File: config.mk
export PLATFORM = sky130hd
export DESIGN_NAME = mux_scan_capture
export DESIGN_NICKNAME = d
export VERILOG_FILES = /design/src/rtl/mux_scan_pkg.sv /design/src/rtl/mux_scan_settle_ctr.sv /design/src/rtl/mux_scan_capture.sv
export SDC_FILE = /design/constraint.sdc
export NUM_CORES = 1
export LEC_CHECK = 0
export CORE_MARGIN = 2
export CORE_UTILIZATION = 45
export DETAILED_ROUTE_END_ITERATION = 10
export PLACE_DENSITY = 0.81
export SLEW_MARGIN = 40
export SYNTH_ARGS = -nofsm -noshare
export SYNTH_HDL_FRONTEND = slang
export SYNTH_SLANG_ARGS = --single-unit
File: constraint.sdc
create_clock -name clk -period 4.7 [get_ports clk]
set_clock_uncertainty 0.05 [all_clocks]
set_input_delay 1.175 -clock clk [delete_from_list [all_inputs] [get_ports clk]]
set_output_delay 1.175 -clock clk [all_outputs]
set_load 0.005 [all_outputs]
File: src/rtl/mux_scan_pkg.sv
// Shared types and defaults for the mux scan capture block.
// FSM encoding, default geometry and settle counter width.
package mux_scan_pkg;

  typedef enum logic [1:0] {
    IDLE = 2'd0,
    SCAN = 2'd1,
    HOLD = 2'd2
  } state_t;

  localparam int N_DEF      = 16;
  localparam int SEL_W_DEF  = 4;
  localparam int SETTLE_DEF = 1;
  localparam int CNT_W      = 4;

endpackage

File: src/rtl/mux_scan_settle_ctr.sv
// Settle counter for the mux scan: clear, increment, terminal flag.
// tc marks the cycle in which z is sampled.
module mux_scan_settle_ctr
  import mux_scan_pkg::*;
#(
  parameter int SETTLE = SETTLE_DEF
) (
  input  logic clk,
  input  logic rst_n,
  input  logic clr,
  input  logic inc,
  output logic tc
);

  logic [CNT_W-1:0] cnt;

  // Count settle cycles; clear has priority over increment.
  always_ff @(posedge clk or negedge rst_n) begin
    if (!rst_n) begin
      cnt <= '0;
    end else if (clr) begin
      cnt <= '0;
    end else if (inc) begin
      cnt <= cnt + 1'b1;
    end
  end

  // Terminal count once the settle time has elapsed.
  always_comb begin
    tc = (cnt == CNT_W'(SETTLE));
  end

endmodule

File: src/rtl/mux_scan_capture.sv
// Walks the mux select through all inputs and captures z into a word.
// Optional running parity on out_parity with MUX_SCAN_PARITY_EN.
module mux_scan_capture
  import mux_scan_pkg::*;
#(
  parameter int N      = N_DEF,
  parameter int SEL_W  = SEL_W_DEF,
  parameter int SETTLE = SETTLE_DEF
) (
  input  logic             clk,
  input  logic             rst_n,
  input  logic             start,
  input  logic             z,
  output logic [SEL_W-1:0] sel,
  output logic             busy,
  output logic             out_valid,
  input  logic             out_ready,
`ifdef MUX_SCAN_PARITY_EN
  output logic [N-1:0]     out_data,
  output logic             out_parity
`else
  output logic [N-1:0]     out_data
`endif
);

  state_t state;
  state_t state_n;
  logic   tc;
  logic   accept;
  logic   capture;
  logic   last;

  // Datapath strobes derived from the current state.
  always_comb begin
    accept  = (state == IDLE) && start;
    capture = (state == SCAN) && tc;
    last    = (sel == SEL_W'(N - 1));
  end

  mux_scan_settle_ctr #(
    .SETTLE (SETTLE)
  ) u_ctr (
    .clk   (clk),
    .rst_n (rst_n),
    .clr   (accept || capture),
    .inc   ((state == SCAN) && !tc),
    .tc    (tc)
  );

  // State register.
  always_ff @(posedge clk or negedge rst_n) begin
    if (!rst_n) begin
      state <= IDLE;
    end else begin
      state <= state_n;
    end
  end

  // Next-state logic.
  always_comb begin
    state_n = state;
    unique case (state)
      IDLE:    if (start) state_n = SCAN;
      SCAN:    if (tc && last) state_n = HOLD;
      HOLD:    if (out_ready) state_n = IDLE;
      default: state_n = IDLE;
    endcase
  end

  // Select register steps once per capture, never past N-1.
  always_ff @(posedge clk or negedge rst_n) begin
    if (!rst_n) begin
      sel <= '0;
    end else if (accept) begin
      sel <= '0;
    end else if (capture) begin
      sel <= last ? '0 : sel + 1'b1;
    end
  end

  // Capture word; kept after transfer until the next accepted start.
  always_ff @(posedge clk or negedge rst_n) begin
    if (!rst_n) begin
      out_data <= '0;
    end else if (accept) begin
      out_data <= '0;
    end else if (capture) begin
      out_data[sel] <= z;
    end
  end

`ifdef MUX_SCAN_PARITY_EN
  // Running XOR of captured bits.
  always_ff @(posedge clk or negedge rst_n) begin
    if (!rst_n) begin
      out_parity <= 1'b0;
    end else if (accept) begin
      out_parity <= 1'b0;
    end else if (capture) begin
      out_parity <= out_parity ^ z;
    end
  end
`endif

  // Status outputs decoded from the registered state.
  always_comb begin
    busy      = (state != IDLE);
    out_valid = (state == HOLD);
  end

endmodule

# After elaboration in Yosys (flattened, before gate mapping)
# Cells that the tools add are included.
dict set report word_totals {
  regBits 26
  latch_bits 0
  ram_bits 0
  romBits 0
  in_bits 5
  out_inout_bits 22
  n_memories 0
}
dict set report classes {
  add_sub_neg 2
  mul 0
  div 0
  n_lt_le_gt_ge 2
  n_eq_ne 7
  shifts 0
  mux 14
  n_bitwise 0
  reduce_logical 12
}
# cell n
set op_table {}
lappend op_table {{two-way mux 16 bit} 2}
lappend op_table {{two-way mux 4 bit} 5}
lappend op_table {{bitwise mux 16 bit} 1}
lappend op_table {{adder 4 x 1 -> 4 bit (second input constant)} 2}
lappend op_table {{two-way mux 2 bit} 3}
lappend op_table {{one-hot mux 2 bit (3 select lines)} 1}
lappend op_table {{nonzero test 2 bit} 3}
lappend op_table {{logical AND 1 bit} 5}
lappend op_table {{< comparator 4 x 5 -> 1 bit (second input constant)} 1}
lappend op_table {{demux 1 bit (select 4 bit)} 1}
lappend op_table {{equality test 4 x 1 -> 1 bit (second input constant)} 1}
lappend op_table {{equality test 4 bit (second input constant)} 1}
lappend op_table {{greater-or-equal comparator 4 x 1 -> 1 bit (second input constant)} 1}
lappend op_table {{inequality test 2 x 1 -> 1 bit (second input constant)} 2}
lappend op_table {{AND reduction 3 bit} 1}
lappend op_table {{equality test 2 x 1 -> 1 bit (second input constant)} 1}
lappend op_table {{equality test 2 bit (second input constant)} 1}
lappend op_table {{logical NOT 2 bit} 1}
lappend op_table {{inequality test 2 bit (second input constant)} 1}
lappend op_table {{logical NOT 1 bit} 1}
lappend op_table {{logical OR 1 bit} 1}
lappend op_table {{two-way mux 1 bit} 1}

# Longest topological paths before layout
# Gate-level depths: netlist of the first run.
dict set report logic_depth {
  word_depth 7
  ltp_mapped 6
}

# By module
# A second synthesis of the first run with hierarchy kept.
dict set report hier_totals {
  hier_cells 146
  area_unflattened_um2 1431.4
}
# module n_inst cells_each area_per_inst_um2 seq_area_each_um2
set by_module_without_submodules {}
lappend by_module_without_submodules {mux_scan_capture 1 126 1209.9 550.5}
lappend by_module_without_submodules {mux_scan_settle_ctr 1 20 221.5 100.1}

# Worst setup path before layout of the first run
# OpenSTA, ideal clock, no wires.
dict set report synth_timing {
  path_type {input to register}
  startpoint {input port start}
  endpoint {register out_data[2]}
  setup_ns 0.123
  t_arrival_ns 2.138
  t_required_ns 4.527
  slack_ns 2.389
  stages 5
  n_path_buf 2
  cell_sequence {or3b_2 buf_2 nand2_1 buf_4 mux2i_1}
}
dict set report synth_via {
  elab_chain_len 2
}
# element line
set synth_rtl {}
lappend synth_rtl {{start, declared} mux_scan_capture.sv:12} ;# input logic start,
lappend synth_rtl {{logical AND 1 bit (*)} mux_scan_capture.sv:35} ;# accept = (state == IDLE) && start;
lappend synth_rtl {{two-way mux 16 bit / nonzero test 2 bit (equally long branches)} -}
lappend synth_rtl {{end signal, assigned by index} mux_scan_capture.sv:88} ;# out_data[sel] <= z;
lappend synth_rtl {{end, declared} mux_scan_capture.sv:22} ;# output logic [N-1:0] out_data
# Every way passes the cells marked *; elsewhere a longest branch is shown, timed or not.
# A chain may end at the register's enable or synchronous reset.

# Final worst setup path of the first run
dict set report layout_timing {
  startpoint {register state[1]}
  endpoint {output port out_valid}
}
dict set report layout_via {
  elab_chain_len 1
}
# element line
set layout_rtl {}
lappend layout_rtl {{start, declared} mux_scan_capture.sv:26} ;# state_t state;
lappend layout_rtl {{start signal, assigned} mux_scan_capture.sv:55} ;# state <= state_n;
lappend layout_rtl {{equality test 2 bit} mux_scan_capture.sv:108} ;# out_valid = (state == HOLD);
lappend layout_rtl {{end, declared} mux_scan_capture.sv:16} ;# output logic out_valid,
# No other way between the ends.

==> results of run 1 <==
[where the power goes]
part	total (mW)	switching, mW	leakage (nW)	internal, mW
Combinational	0.343	0.148	0.433	0.195
Sequential	0.384	0.0839	0.333	0.301
Clock	0.0961	0.0659	0.0138	0.0302
Total	0.824	0.298	0.780	0.526
[final timing paths]
check	endpoint	slack [ps]	cells past startpoint
setup / recovery	out_valid	1760	2
hold / removal	out_data[7]$_DFFE_PN0P_	490	2
setup reg to reg	out_data[12]$_DFFE_PN0P_	2610	3
hold reg to reg	out_data[7]$_DFFE_PN0P_	490	2
max in group asynchronous	state[1]$_DFFE_PN0P_	3430	1
min in group asynchronous	u_ctr.cnt[1]$_DFFE_PN0P_	780	1
[synthesized netlist by cell type (all sizes together) (2+ instances only)]
cell / instances
a21oi: 3
nor4: 3
or3b: 2
o21ai: 4
dfrtp: 26
nor3b: 2
inv: 5
nor2: 2
nand3: 14
clkbuf: 3
mux2i: 17
buf: 6
o31ai: 2
nor4b: 2
ha: 6
nand2: 24
[flip-flops by register name, indices dropped and copies added (netlist names)]
signal,cells
u_ctr.cnt,4
state,2
out_data,16
sel,4
[cell families (layout without fill, tap and decap cells)]
family	after synthesis	in the layout	synth area share [%]
flops	26	26	46.4
buf+inv	14	35	4.55
fa+ha+maj	6	6	5.35
compound gates	15	15	6.87
mux	18	18	12.9
simple gates	61	61	23.9
[per-layer routing]
layer / vias to the layer above / part of all wire [%] / wire (um) / global-route usage (%)
met5: - / 0 / 0 / 0
met4: 0 / 1.3 / 40 / 5.71
met3: 5 / 2.5 / 77 / 1.95
met2: 22 / 51 / 1580 / 32.6
met1: 557 / 45 / 1390 / 26.8
li1: 535 / - / - / -
[area by class of cell]
class	count	area, um^2
Clock buffer	3	22.5
Fill cell	269	1320
Inverter	5	18.8
Multi-Input combinational cell	100	688
Sequential cell	26	651
Tap cell	33	41.3
Timing Repair Buffer	27	263
[through the flow]
step                instance area [um^2]  worst slack (ps)  util [%]  total power, mW
floorplan                           1400              2390         -            0.555
global placement                    1670              1600      55.5            0.714
detailed placement                  1660              1540      55.3            0.735
CTS                                 1680              1750      56.1            0.831
global route                        1680              1670      56.1            0.890
finish                              1680              1760      56.1            0.824
[worst reg2reg max path, cell delays in order, from the launching register on]
cell	delay [ps]
sky130_fd_sc_hd__dfrtp_1	550
sky130_fd_sc_hd__or3b_2	720
sky130_fd_sc_hd__nand2_1	470
sky130_fd_sc_hd__mux2i_1	170
==> results.md, run 1 <==
- In this run the tightest slew margin relative to its limit is 60.2%.
- The library cells used most frequently in the layout, excluding fill and tap cells, are sky130_fd_sc_hd__dfrtp_1 (26), sky130_fd_sc_hd__clkdlybuf4s50_1 (25), sky130_fd_sc_hd__nand2_1 (24).
- The final-stage net count is 174.
- Setup violations remaining at the end of the flow were counted as 0.
- The worst hold path begins at out_data[7]$_DFFE_PN0P_.
- Leaving out fill and tap cells, the most frequent cell in the layout is sky130_fd_sc_hd__dfrtp_1.
- STA classifies the critical path endpoint as an output pin.
- The data arrival at the endpoint of the critical path is 1710 ps.
- The number of buffers created by CTS is 3.
- The largest area contributor in the netlist is sky130_fd_sc_hd__dfrtp_1.
- Detailed placement finished with a half-perimeter wire length of 2.18 mm.
- The number of different library cells used by synthesis comes to 39.
- In this run the worst hold path is classified as flop to flop.
- The effective utilization at floorplan is 46.7%.
- The DRC violation total after the first TritonRoute iteration is 40.
- Yosys printed 0 warnings.
- The total wire length after detailed routing is 3.09 mm.
- In this run the post-CTS setup repair buffer count came out at 0.
- The number of non-filler instances in the completed layout is 194.
- Sorting the synthesized cells by area gives the leading types as sky130_fd_sc_hd__dfrtp_1 (46%), sky130_fd_sc_hd__mux2i_1 (12%), sky130_fd_sc_hd__nand2_1 (6.4%).
- 0 antenna diodes ended up in the layout.
- The area fraction of the dominant cell type after synthesis is 46.4%.
- The number of cell rows is 20.
- Setup repair after global routing left no endpoint under its margin.
- The critical path starts at state[1]$_DFFE_PN0P_.
- At the pin with the least slew margin, the transition time is 596 ps.
- The count of input and output buffers is 26.
- The initial antenna violation count is 0.
- In this run the static leakage power is 0.780 nW.
- Dividing the detail-routed wire length by the instance count gives 15.9 um.
- The startpoint identified for the worst register-to-register timing path is state[1]$_DFFE_PN0P_.
- The relative area change from synthesis to final layout is 20.1%.
- The kind of launch point of the worst setup path is a flop.
- The die covers 3580 um^2.
- The chip width is 59.8 um.
- For this design the ratio of total power to cell area is 489 nW/um^2.
- The first global-routing pass estimated 5.32 mm of wire.
- The timing-limited maximum frequency is 0.341 GHz.
- The share of the Yosys chip area taken by registers is 46.4%.
- At the later pin of the worst-skew pair, clock insertion delay measures 330 ps.
- Buffers inserted to repair hold after CTS numbered 0.
- The detailed-route via count is 1119.
- The smallest clock period supported by the final layout is computed as 2940 ps.
- The H-tree depth reported by CTS is 1.
- The cell count after synthesis came out at 140.
- The total count of hold-check failures in the final report is 0.
- The number of top-level design ports is 27.
- The max-slew violation total from the final report is 0.
- The standard cell with the maximum stage delay on the critical path is sky130_fd_sc_hd__dfrtp_1.
- The number of buffers between clock root and the deepest sink is 2.
- The count of flip-flops with a built-in enable after synthesis is 0.
- The final hold slack is 493 ps.
- The type of the setup path with the least slack is flop to output pin.
- In this run, synthesis produced a sequential element count of 26.
- The cell area after technology mapping is 1400 um^2.
- The length of the first detailed-routing pass in iterations is 4.
- For this design, the sink count on the clock tree is 26.
- The cell at the root of the clock tree is sky130_fd_sc_hd__clkbuf_4.
- In the synthesized netlist the dominant register cell turns out to be sky130_fd_sc_hd__dfrtp_1.
- The number of maximum-capacitance violations is 0.
- On the worst path, the slowest cell contributes a delay of 620 ps.
- The count of nets left with antenna violations once routing finished came out at 0.
- Routability-driven placement finished with a final weighted congestion of 0.742.
- Counting tap cells, the placed design contains a total of 191 instances.
- The worst voltage drop across the vdd grid is 0.235 mV.
- The post-synthesis area per instance is 10.0 um^2.
- The via count of the first global-routing pass is 1152.
- The flow ran to the end, and the final reports show no timing, DRC or antenna violations.
- Entering global routing, the biggest net connects 27 pins.
- Setup total negative slack on the finished layout was measured at 0 ps.
- The number of remaining DRC errors is 0.
- In this run the worst path has a maximum fanout of 15.
- The number of nets handed over by synthesis was 151.
- The fraction of layout cells with a size suffix above 1 is 6.21%.
- The clock tree from TritonCTS is built.
- The kind of cell with the highest combined delay on the critical path is flip-flops.
- The global-route congestion overflow total is 0.
- For this run, the total global-route usage over all layers was measured as 19.5%.
- In this run the standard cell core region covers 3000 um^2.
- The required time of the critical path is 3470 ps.
- The clock-pin slew on the worst setup and hold paths is 130 ps.
- The worst path buffer plus inverter count is 1.
- The die is 59.8 um tall.
- The critical path goes through nor2b_1 > clkdlybuf4s50_1.
- Using the TritonRoute via totals, the vias-per-cell ratio works out to 5.77.
- Post-CTS repair changed the size of 0 cells.
- The period utilization is 62.5%.
- In the synthesized netlist the async set-or-reset flop fraction comes to 100%.
(Power assumes the default switching activity.)
==> run 2: changes to the inputs <==
- clock period: 4.7 -> 3 ns (I/O delays scaled with it)
==> results.md, run 2 (synthesis gave the netlist of run 1 again) <==
- The die height was 59.8 um (unchanged).
- Based on the critical path, the design can be clocked at up to 0.402 GHz.
- The category of the worst setup path capture point was an output pin (unchanged).
- The cell depth of the worst hold path is 2 (unchanged).
- The largest net degree at the start of global routing came to 27 (unchanged).
- The number of buffers between clock root and the deepest sink was 2 (unchanged).
- The post-route worst setup slack was 510 ps (was 1760 ps).
- The number of remaining DRC errors is 0 (unchanged).
- The number of top-level design ports is 27 (unchanged).
- The overall fraction of global-route tracks in use was 17.7% (was 19.5%).
- The critical path startpoint is state[1]$_DFFE_PN0P_ (unchanged).
- The fraction of layout cells with a size suffix above 1 was 6.75% (was 6.21%).
- The kind of launch point of the worst setup path is a flop (unchanged).
- The leakage power of the design is 0.789 nW (was 0.780 nW).
- The max-slew violation total from the final report is 0 (unchanged).
- The worst-case setup slack after placement is 487 ps (was 1540 ps).
- The number of gates resized after CTS is 0 (unchanged).
- The power per cell area is 752 nW/um^2 (was 489 nW/um^2).
- The first-pass GRT wire length is 4.92 mm (was 5.32 mm).
- The core footprint is 3000 um^2 (unchanged).
- The setup fix buffers added after clock tree synthesis came to 0 (unchanged).
- The remaining max-slew budget at the tightest pin is 64.7% (was 60.2%).
- The count of input and output buffers was 26 (unchanged).
- The total non-filler cell area in the finished layout is 1700 um^2 (was 1680 um^2).
- The hold buffer count at cts came to 0 (unchanged).
- The class of the worst hold path is flop to flop (unchanged).
- Run status: complete, no violations (unchanged).
- The clock tree from TritonCTS is built (unchanged).
- The relative area change from synthesis to final layout is 21.5% (was 20.1%).
- The remaining number of nets flagged by the antenna check after routing is 0 (unchanged).
- The number of cell rows is 20 (unchanged).
- The number of fill cells in the layout is 275 (was 269).
- The final-stage net count came to 176 (was 174).
- The worst voltage drop across the vdd grid is 0.413 mV (was 0.235 mV).
- The data arrival at the endpoint of the critical path is 1690 ps (was 1710 ps).
- The detailed-route via count came to 1130 (was 1119).
- The register-to-register setup slack is 980 ps (was 2610 ps).
- The multi-input logic area is 688 um^2 (unchanged).
- The effective utilization at floorplan is 46.7% (unchanged).
- The required time of the critical path came to 2200 ps (was 3470 ps).
- The number of flip-flops in the largest register is 16 (unchanged).
- The initial antenna violation count is 0 (unchanged).
- The global-route congestion overflow total is 0 (unchanged).
- The instance area at placement was 1680 um^2 (was 1660 um^2).
- The cell at the root of the clock tree is sky130_fd_sc_hd__clkbuf_4 (unchanged).
- Largest registers: out_data (16), sel (4), u_ctr.cnt (4) (unchanged).
- The combined flip-flop and latch cell area is 651 um^2 (unchanged).
- The length of the first detailed-routing pass in iterations is 4 (unchanged).
- The period utilization is 83.0%.
- The number of maximum-capacitance violations is 0 (unchanged).
- The HPWL after detailed placement is 2.05 mm (was 2.18 mm).
- The total inserted antenna cells is 0 (unchanged).
- The TritonCTS sink count is 26 (unchanged).
- The placer congestion estimate came to 0.748 (was 0.742).
- The logic depth of the worst register-to-register path is 5 (was 3).
- The average via count per standard cell is 5.77 (about the same).
- The H-tree depth reported by CTS was 1 (unchanged).
- The clock-pin slew on the worst setup and hold paths is 140 ps (was 130 ps).
- The clock latency on the worst-skew pair came to 310 ps (was 330 ps).
- The worst min-delay path startpoint is out_data[11]$_DFFE_PN0P_ (was out_data[7]$_DFFE_PN0P_).
- The number of buffers created by CTS is 3 (unchanged).
- The chip width came to 59.8 um (unchanged).
- Most frequent cells in the layout: sky130_fd_sc_hd__clkdlybuf4s50_1 (26), sky130_fd_sc_hd__dfrtp_1 (26), sky130_fd_sc_hd__nand2_1 (24) (was sky130_fd_sc_hd__dfrtp_1 (26), sky130_fd_sc_hd__clkdlybuf4s50_1 (25), sky130_fd_sc_hd__nand2_1 (24)).
- The final setup violation count is 0 (unchanged).
- The via count of the first global-routing pass is 1095 (was 1152).
- The origin of the critical flop-to-flop path is u_ctr.cnt[1]$_DFFE_PN0P_ (was state[1]$_DFFE_PN0P_).
- RSZ-0062 raised after global routing: false (unchanged).
- The endpoint of the worst-slack reg-to-reg timing path is sel[0]$_DFFE_PN0P_ (was out_data[12]$_DFFE_PN0P_).
- The total negative setup slack came to 0 ps (unchanged).
- The final standard cell utilization of the core came to 56.8% (was 56.1%).
- The slew of the pin with the lowest slew margin is 529 ps (was 596 ps).
- The mean routed wirelength per cell is 14.8 um (was 15.9 um).
- The die area is 3580 um^2 (unchanged).
- The shortest clock period the worst path allows after layout is 2490 ps.
- The register with the most flip-flops is out_data (unchanged).
- The worst hold path endpoint is out_data[11]$_DFFE_PN0P_ (was out_data[7]$_DFFE_PN0P_).
- The type of the setup path with the least slack is flop to output pin (unchanged).
- The DRC violation total after the first TritonRoute iteration came to 41 (was 40).
- The peak fanout along the critical path came to 15 (unchanged).
- The total wire length after detailed routing is 2.90 mm (was 3.09 mm).
- The total count of hold-check failures in the final report is 0 (unchanged).
==> run 2: stage by stage <==
stage                     cells  hold slack [ps]  power (mW)
after global routing        196              518        1.39
after global placement      193              466        1.12
final                       196              491        1.28
after floorplan             140              404       0.869
after detailed placement    193              472        1.15
after CTS                   196              490        1.30
==> run 2: how the worst max path moves through the flow <==
| stage | to | slack [ps] | cells past startpoint |
|---|---|---|---|
| after floorplan | out_data[2]$_DFFE_PN0P_ | 1110 | 5 |
| after global placement | out_data[7]$_DFFE_PN0P_ | 550 | 4 |
| after detailed placement | out_data[7]$_DFFE_PN0P_ | 490 | 4 |
| after CTS | out_valid | 500 | 2 |
| after global routing | out_valid | 400 | 2 |
| final | out_valid | 510 | 2 |
==> run 2: cell type report <==
| type | instances | share of cell area, % |
|---|---|---|
| Multi-Input combinational cell | 100 | 40.4 |
| Sequential cell | 26 | 38.2 |
| Timing Repair Buffer | 29 | 16.6 |
| Tap cell | 33 | 2.42 |
| Clock buffer | 3 | 1.32 |
| Inverter | 5 | 1.10 |
==> run 2: power breakdown <==
part           switching, mW  total (mW)  internal [mW]
registers              0.130       0.601          0.471
clock network          0.100       0.147         0.0470
logic                  0.228       0.534          0.306
==> run 2: layer usage <==
metal	wire, um	GRT usage, %	vias up
met5	0	0	-
met3	92	1.95	2
met1	1350	24.6	566
met4	17	5.71	0
li1	-	-	538
met2	1440	28.7	24
==> run 2: worst max-delay path, cell delays in order (launching register included) <==
cell                              delay [ps]
sky130_fd_sc_hd__dfrtp_1                 610
sky130_fd_sc_hd__nor2b_1                 230
sky130_fd_sc_hd__clkdlybuf4s50_1         540
==> run 3: changes to the inputs <==
- clock period: 3 -> 2.4 ns (I/O delays scaled with it)
==> results.md, run 3 (synthesis gave the netlist of run 1 again) <==
- The period utilization is 92.6%.
- The instance area at placement is 1710 um^2 (was 1680 um^2).
- The DRC violation total after the first TritonRoute iteration is 49 (was 41).
- The die height is 59.8 um (unchanged).
- The number of top-level design ports is 27 (unchanged).
- The first-pass GRT wire length is 4.94 mm (was 4.92 mm).
- The total non-filler cell area in the finished layout was 1730 um^2 (was 1700 um^2).
- The number of buffers created by CTS was 3 (unchanged).
- The wire length on met3 is 86 um (was 92 um).
- The total count of hold-check failures in the final report is 0 (unchanged).
- The cell depth of the worst hold path is 2 (unchanged).
- Most frequent cells in the layout: sky130_fd_sc_hd__clkdlybuf4s50_1 (26), sky130_fd_sc_hd__dfrtp_1 (26), sky130_fd_sc_hd__nand2_1 (24) (unchanged).
- The hold buffer count at cts is 0 (unchanged).
- The H-tree depth reported by CTS is 1 (unchanged).
- The register-to-register setup slack is 420 ps (was 980 ps).
- The origin of the critical flop-to-flop path is u_ctr.cnt[0]$_DFFE_PN0P_ (was u_ctr.cnt[1]$_DFFE_PN0P_).
- The total negative setup slack was 0 ps (unchanged).
- The number of remaining DRC errors is 0 (unchanged).
- The placer congestion estimate is 0.780 (was 0.748).
- The data arrival at the endpoint of the critical path is 1570 ps (was 1690 ps).
- The fraction of layout cells with a size suffix above 1 was 8.98% (was 6.75%).
- Run status: complete, no violations (unchanged).
- The end of the critical path is out_valid (unchanged).
- The highest metal layer with signal wires is met4 (unchanged).
- The slew of the pin with the lowest slew margin came to 519 ps (was 529 ps).
- The remaining number of nets flagged by the antenna check after routing is 0 (unchanged).
- The TritonCTS sink count was 26 (unchanged).
- The mean routed wirelength per cell is 14.8 um (about the same).
- The clock-pin slew on the worst setup and hold paths came to 140 ps (about the same).
- The class of the worst hold path is flop to flop (unchanged).
- The average via count per standard cell came to 5.63 (was 5.77).
- The number of maximum-capacitance violations was 0 (unchanged).
- The core footprint came to 3000 um^2 (unchanged).
- The max-slew violation total from the final report is 0 (unchanged).
- The via count of the first global-routing pass came to 1118 (was 1095).
- The final hold slack is 486 ps (was 491 ps).
- The number of flip-flops in the largest register is 16 (unchanged).
- The smallest clock period supported by the final layout is computed as 2220 ps.
- The effective utilization at floorplan is 46.7% (unchanged).
- The kind of launch point of the worst setup path is a flop (unchanged).
- The register with the most flip-flops is out_data (unchanged).
- The total instance count after detailed placement is 197 (was 193).
- The die area is 3580 um^2 (unchanged).
- The power per cell area is 927 nW/um^2 (was 752 nW/um^2).
- The relative area change from synthesis to final layout is 23.6% (was 21.5%).
- The number of non-filler instances in the completed layout is 200 (was 196).
- The length of the first detailed-routing pass in iterations is 4 (unchanged).
- The final standard cell utilization of the core is 57.8% (was 56.8%).
- The overall fraction of global-route tracks in use is 18.1% (was 17.7%).
- The global-route congestion overflow total is 0 (unchanged).
- The number of cell rows is 20 (unchanged).
- The timing-limited maximum frequency is 0.450 GHz.
- The critical path startpoint is state[1]$_DFFE_PN0P_ (unchanged).
- The remaining max-slew budget at the tightest pin is 64.9% (was 64.7%).
- The peak fanout along the critical path is 9 (was 15).
- The number of gates resized after CTS is 0 (unchanged).
- The worst voltage drop across the vdd grid is 0.432 mV (was 0.413 mV).
- The length of routed wiring on met1 came to 1.42 mm (was 1.35 mm).
- The detailed-route via count is 1125 (was 1130).
- The cell at the root of the clock tree is sky130_fd_sc_hd__clkbuf_4 (unchanged).
- The setup fix buffers added after clock tree synthesis came to 0 (unchanged).
- The count of input and output buffers came to 26 (unchanged).
- Largest registers: out_data (16), sel (4), u_ctr.cnt (4) (unchanged).
- The logic depth of the worst register-to-register path is 4 (was 5).
- The clock latency on the worst-skew pair is 310 ps (about the same).
- The total wire length after detailed routing was 2.96 mm (was 2.90 mm).
- The category of the worst setup path capture point was an output pin (unchanged).
- The number of buffers between clock root and the deepest sink was 2 (unchanged).
- The HPWL after detailed placement came to 2.11 mm (was 2.05 mm).
- The endpoint of the worst-slack reg-to-reg timing path is sel[0]$_DFFE_PN0P_ (unchanged).
- The required time of the critical path came to 1750 ps (was 2200 ps).
- The final-stage net count came to 180 (was 176).
- The initial antenna violation count is 0 (unchanged).
- The leakage power of the design is 0.808 nW (was 0.789 nW).
- The chip width came to 59.8 um (unchanged).
- The total inserted antenna cells is 0 (unchanged).
- The largest net degree at the start of global routing is 27 (unchanged).
- The type of the setup path with the least slack is flop to output pin (unchanged).
- The met2 layer wire length in the routed design is 1.43 mm (was 1.44 mm).
- The final setup violation count came to 0 (unchanged).
- RSZ-0062 raised after global routing: false (unchanged).
- The clock tree from TritonCTS is built (unchanged).
## run 3: changes by cell type in the layout (fill, tap and decap cells not counted), sizes merged
| cell | change |
|---|---|
| buf | +4 |
## run 3: per-stage QoR
step                setup slack, ps  power, mW
finish                          177       1.61
global placement                285       1.40
CTS                             178       1.62
floorplan                       664       1.09
global route                   88.3       1.73
detailed placement              264       1.44
## run 3: area by class of cell
type                       instances  area (um^2)
fill                             267         1270
multi-input combinational        100          688
sequential                        26          651
timing repair buffer              33          313
tap                               33         41.3
clock buffer                       3         22.5
inverter                           5         18.8
## run 3: report_power, final
group	internal, mW	total (mW)	leakage [nW]	switching, mW
Clock	0.0587	0.182	0.0138	0.124
Combinational	0.385	0.672	0.462	0.287
Sequential	0.588	0.754	0.333	0.166
## run 3: routing by layer
metal | GRT usage [%] | up-vias
met3 | 2.60 | 5
li1 | - | 548
met5 | 0 | -
met2 | 30.0 | 29
met4 | 7.30 | 0
met1 | 23.7 | 543
## run 3: worst min-delay path by stage
stage                                         from                        to
final                      out_data[3]$_DFFE_PN0P_   out_data[3]$_DFFE_PN0P_
after global routing       out_data[1]$_DFFE_PN0P_   out_data[1]$_DFFE_PN0P_
after CTS                  out_data[3]$_DFFE_PN0P_   out_data[3]$_DFFE_PN0P_
after detailed placement  out_data[12]$_DFFE_PN0P_  out_data[12]$_DFFE_PN0P_
after global placement    out_data[15]$_DFFE_PN0P_  out_data[15]$_DFFE_PN0P_
after floorplan                              rst_n   out_data[0]$_DFFE_PN0P_
## run 3: worst max-delay path, stage by stage (launching register included)
cell	delay [ps]
sky130_fd_sc_hd__dfrtp_1	510
sky130_fd_sc_hd__nor2b_1	210
sky130_fd_sc_hd__clkdlybuf4s50_1	540
==> RTL edit, RTL diff (config.mk and constraints of run 2) <==
Change the package constant `N_DEF` from 16 to 17.
--- a/src/rtl/mux_scan_pkg.sv
+++ b/src/rtl/mux_scan_pkg.sv
@@ -8,7 +8,7 @@
     HOLD = 2'd2
   } state_t;
 
-  localparam int N_DEF      = 16;
+  localparam int N_DEF      = 17;
   localparam int SEL_W_DEF  = 4;
   localparam int SETTLE_DEF = 1;
   localparam int CNT_W      = 4;
Interface: changed (resized out_data); port bits go from 27 to 28. No check against the original RTL was run, so the function may have changed too.
==> RTL edit against run 2 <==
Wire length is 5.0% higher. Area after synthesis is 5.4% higher. Via count increased by 3.6%. Final area rose by 4.6%. Sequential cell count unchanged. Clock power is 23% higher. Sequential power grew 0.7%. Setup slack worse by 0.27 ns. Power increased by 11%. Global-route usage up 1.4 points. Critical path type unchanged. Critical endpoint unchanged.
==> RTL edit: results (changes against run 2) <==
stage	metric	value	unit	change
final_layout	utilization after layout	57.9	%	was 56.8%
clock_tree	postcts setup bufs	0		unchanged
global_routing	GRT Total Usage	19.1	%	was 17.7%
route	met2 wire len	1570	µm	was 1440 µm
placed_design	Cells after DPL	204		was 193
global_routing	Global Route met3 Usage	3.15	%	was 1.95%
route	met1 wire length	1280	µm	was 1350 µm
route	post-DR wirelength/cell	14.6	µm	was 14.8 µm
placed_design	post-place instance area	1750	µm²	was 1680 µm²
critical_path	cell family with most CP delay	buffers and inverters		was flip-flops
timing	hold_ws	0.487	ns	was 0.491 ns
critical_path	worst reg-to-reg setup slack	1.05	ns	was 0.98 ns
global_routing	met2 usage	31.8	%	was 28.7%
yosys	post-synth net total	154		was 151
yosys	Commonest cells post-synth	dfrtp_1, nand2_1, mux2i_1		unchanged
timing	headroom to the max-slew limit	51.6	%	was 64.7%
placed_design	DP HPWL	2150	µm	was 2050 µm
global_routing	number of global-route vias before repair	1127		was 1095
final_layout	fraction of layout cells with a size suffix above 1	8.54	%	was 6.75%
critical_path	Setup crit start	state[1]		unchanged
power	Leakage Power	0.823	nW	was 0.789 nW
timing	minimum clock period	2.76	ns	was 2.49 ns
clock_tree	worst skew pair latency	0.33	ns	was 0.31 ns
yosys	Yosys cell types	41		was 39
global_routing	met1 Use GR	24.9	%	was 24.6%
critical_path	crit-path max FO	13		was 15
min_path	hold path cells	2		unchanged
critical_path	reg2reg end	out_data[6]		was sel[0]
status	status	finished, final reports clean		unchanged
yosys	Seq/Total Area, Yosys	44.0	%	was 46.4%
min_path	Hold Path End	out_data[5]		was out_data[11]
final_layout	fillers	288		was 275
yosys	largest cells by area after synthesis	dfrtp_1, mux2i_1, o2111ai_1		was dfrtp_1, mux2i_1, nand2_1
power	Max VDD drop	0.454	mV	was 0.413 mV
clock_tree	# resized after CTS	0		unchanged
route	Routed WL	3040	µm	was 2900 µm
route	Met3 Wirelength	137	µm	was 92 µm
route	initial DRC count	28		was 41
route	via density per instance	5.63		was 5.77
placed_design	RePlAce Congestion	0.756		was 0.748
critical_path	crit path to	out_valid		unchanged
placed_design	pre-CTS setup slack	0.520	ns	was 0.487 ns
[RTL edit: power by group]
part	leakage (nW)	total [mW]	switching, mW	internal, mW
sequential	0.349	0.605	0.152	0.453
clock	0.0210	0.181	0.106	0.0745
combinational	0.452	0.639	0.326	0.313
[RTL edit: worst reg2reg max path, delay by kind of cell (launching register included)]
kind | cells | cell delay, ns
AOI/OAI and AO/OA | 1 | 0.24
adders and majority gates | 1 | 0.19
buffers and inverters | 1 | 0.07
DFF | 1 | 0.43
muxes | 1 | 0.17
and+or+nand+nor | 1 | 0.69
[RTL edit: cell families (layout without fill, tap and decap cells)]
kind of cell	after synthesis	in the layout	synth area share [%]
simple gates	43	43	15.8
compound gates	31	31	16.4
flops	26	26	44.0
mux	18	18	12.4
buf+inv	18	39	6.01
fa+ha+maj	6	6	5.08
other cells	1	1	0.254
[RTL edit: cell type report]
class                   instances  area share, %
well taps                      44           3.09
clock buffers                   4           2.04
repair buffers                 28           15.4
multi-input cells              99           41.4
flip-flops and latches         26           36.5
inverters                       7           1.47
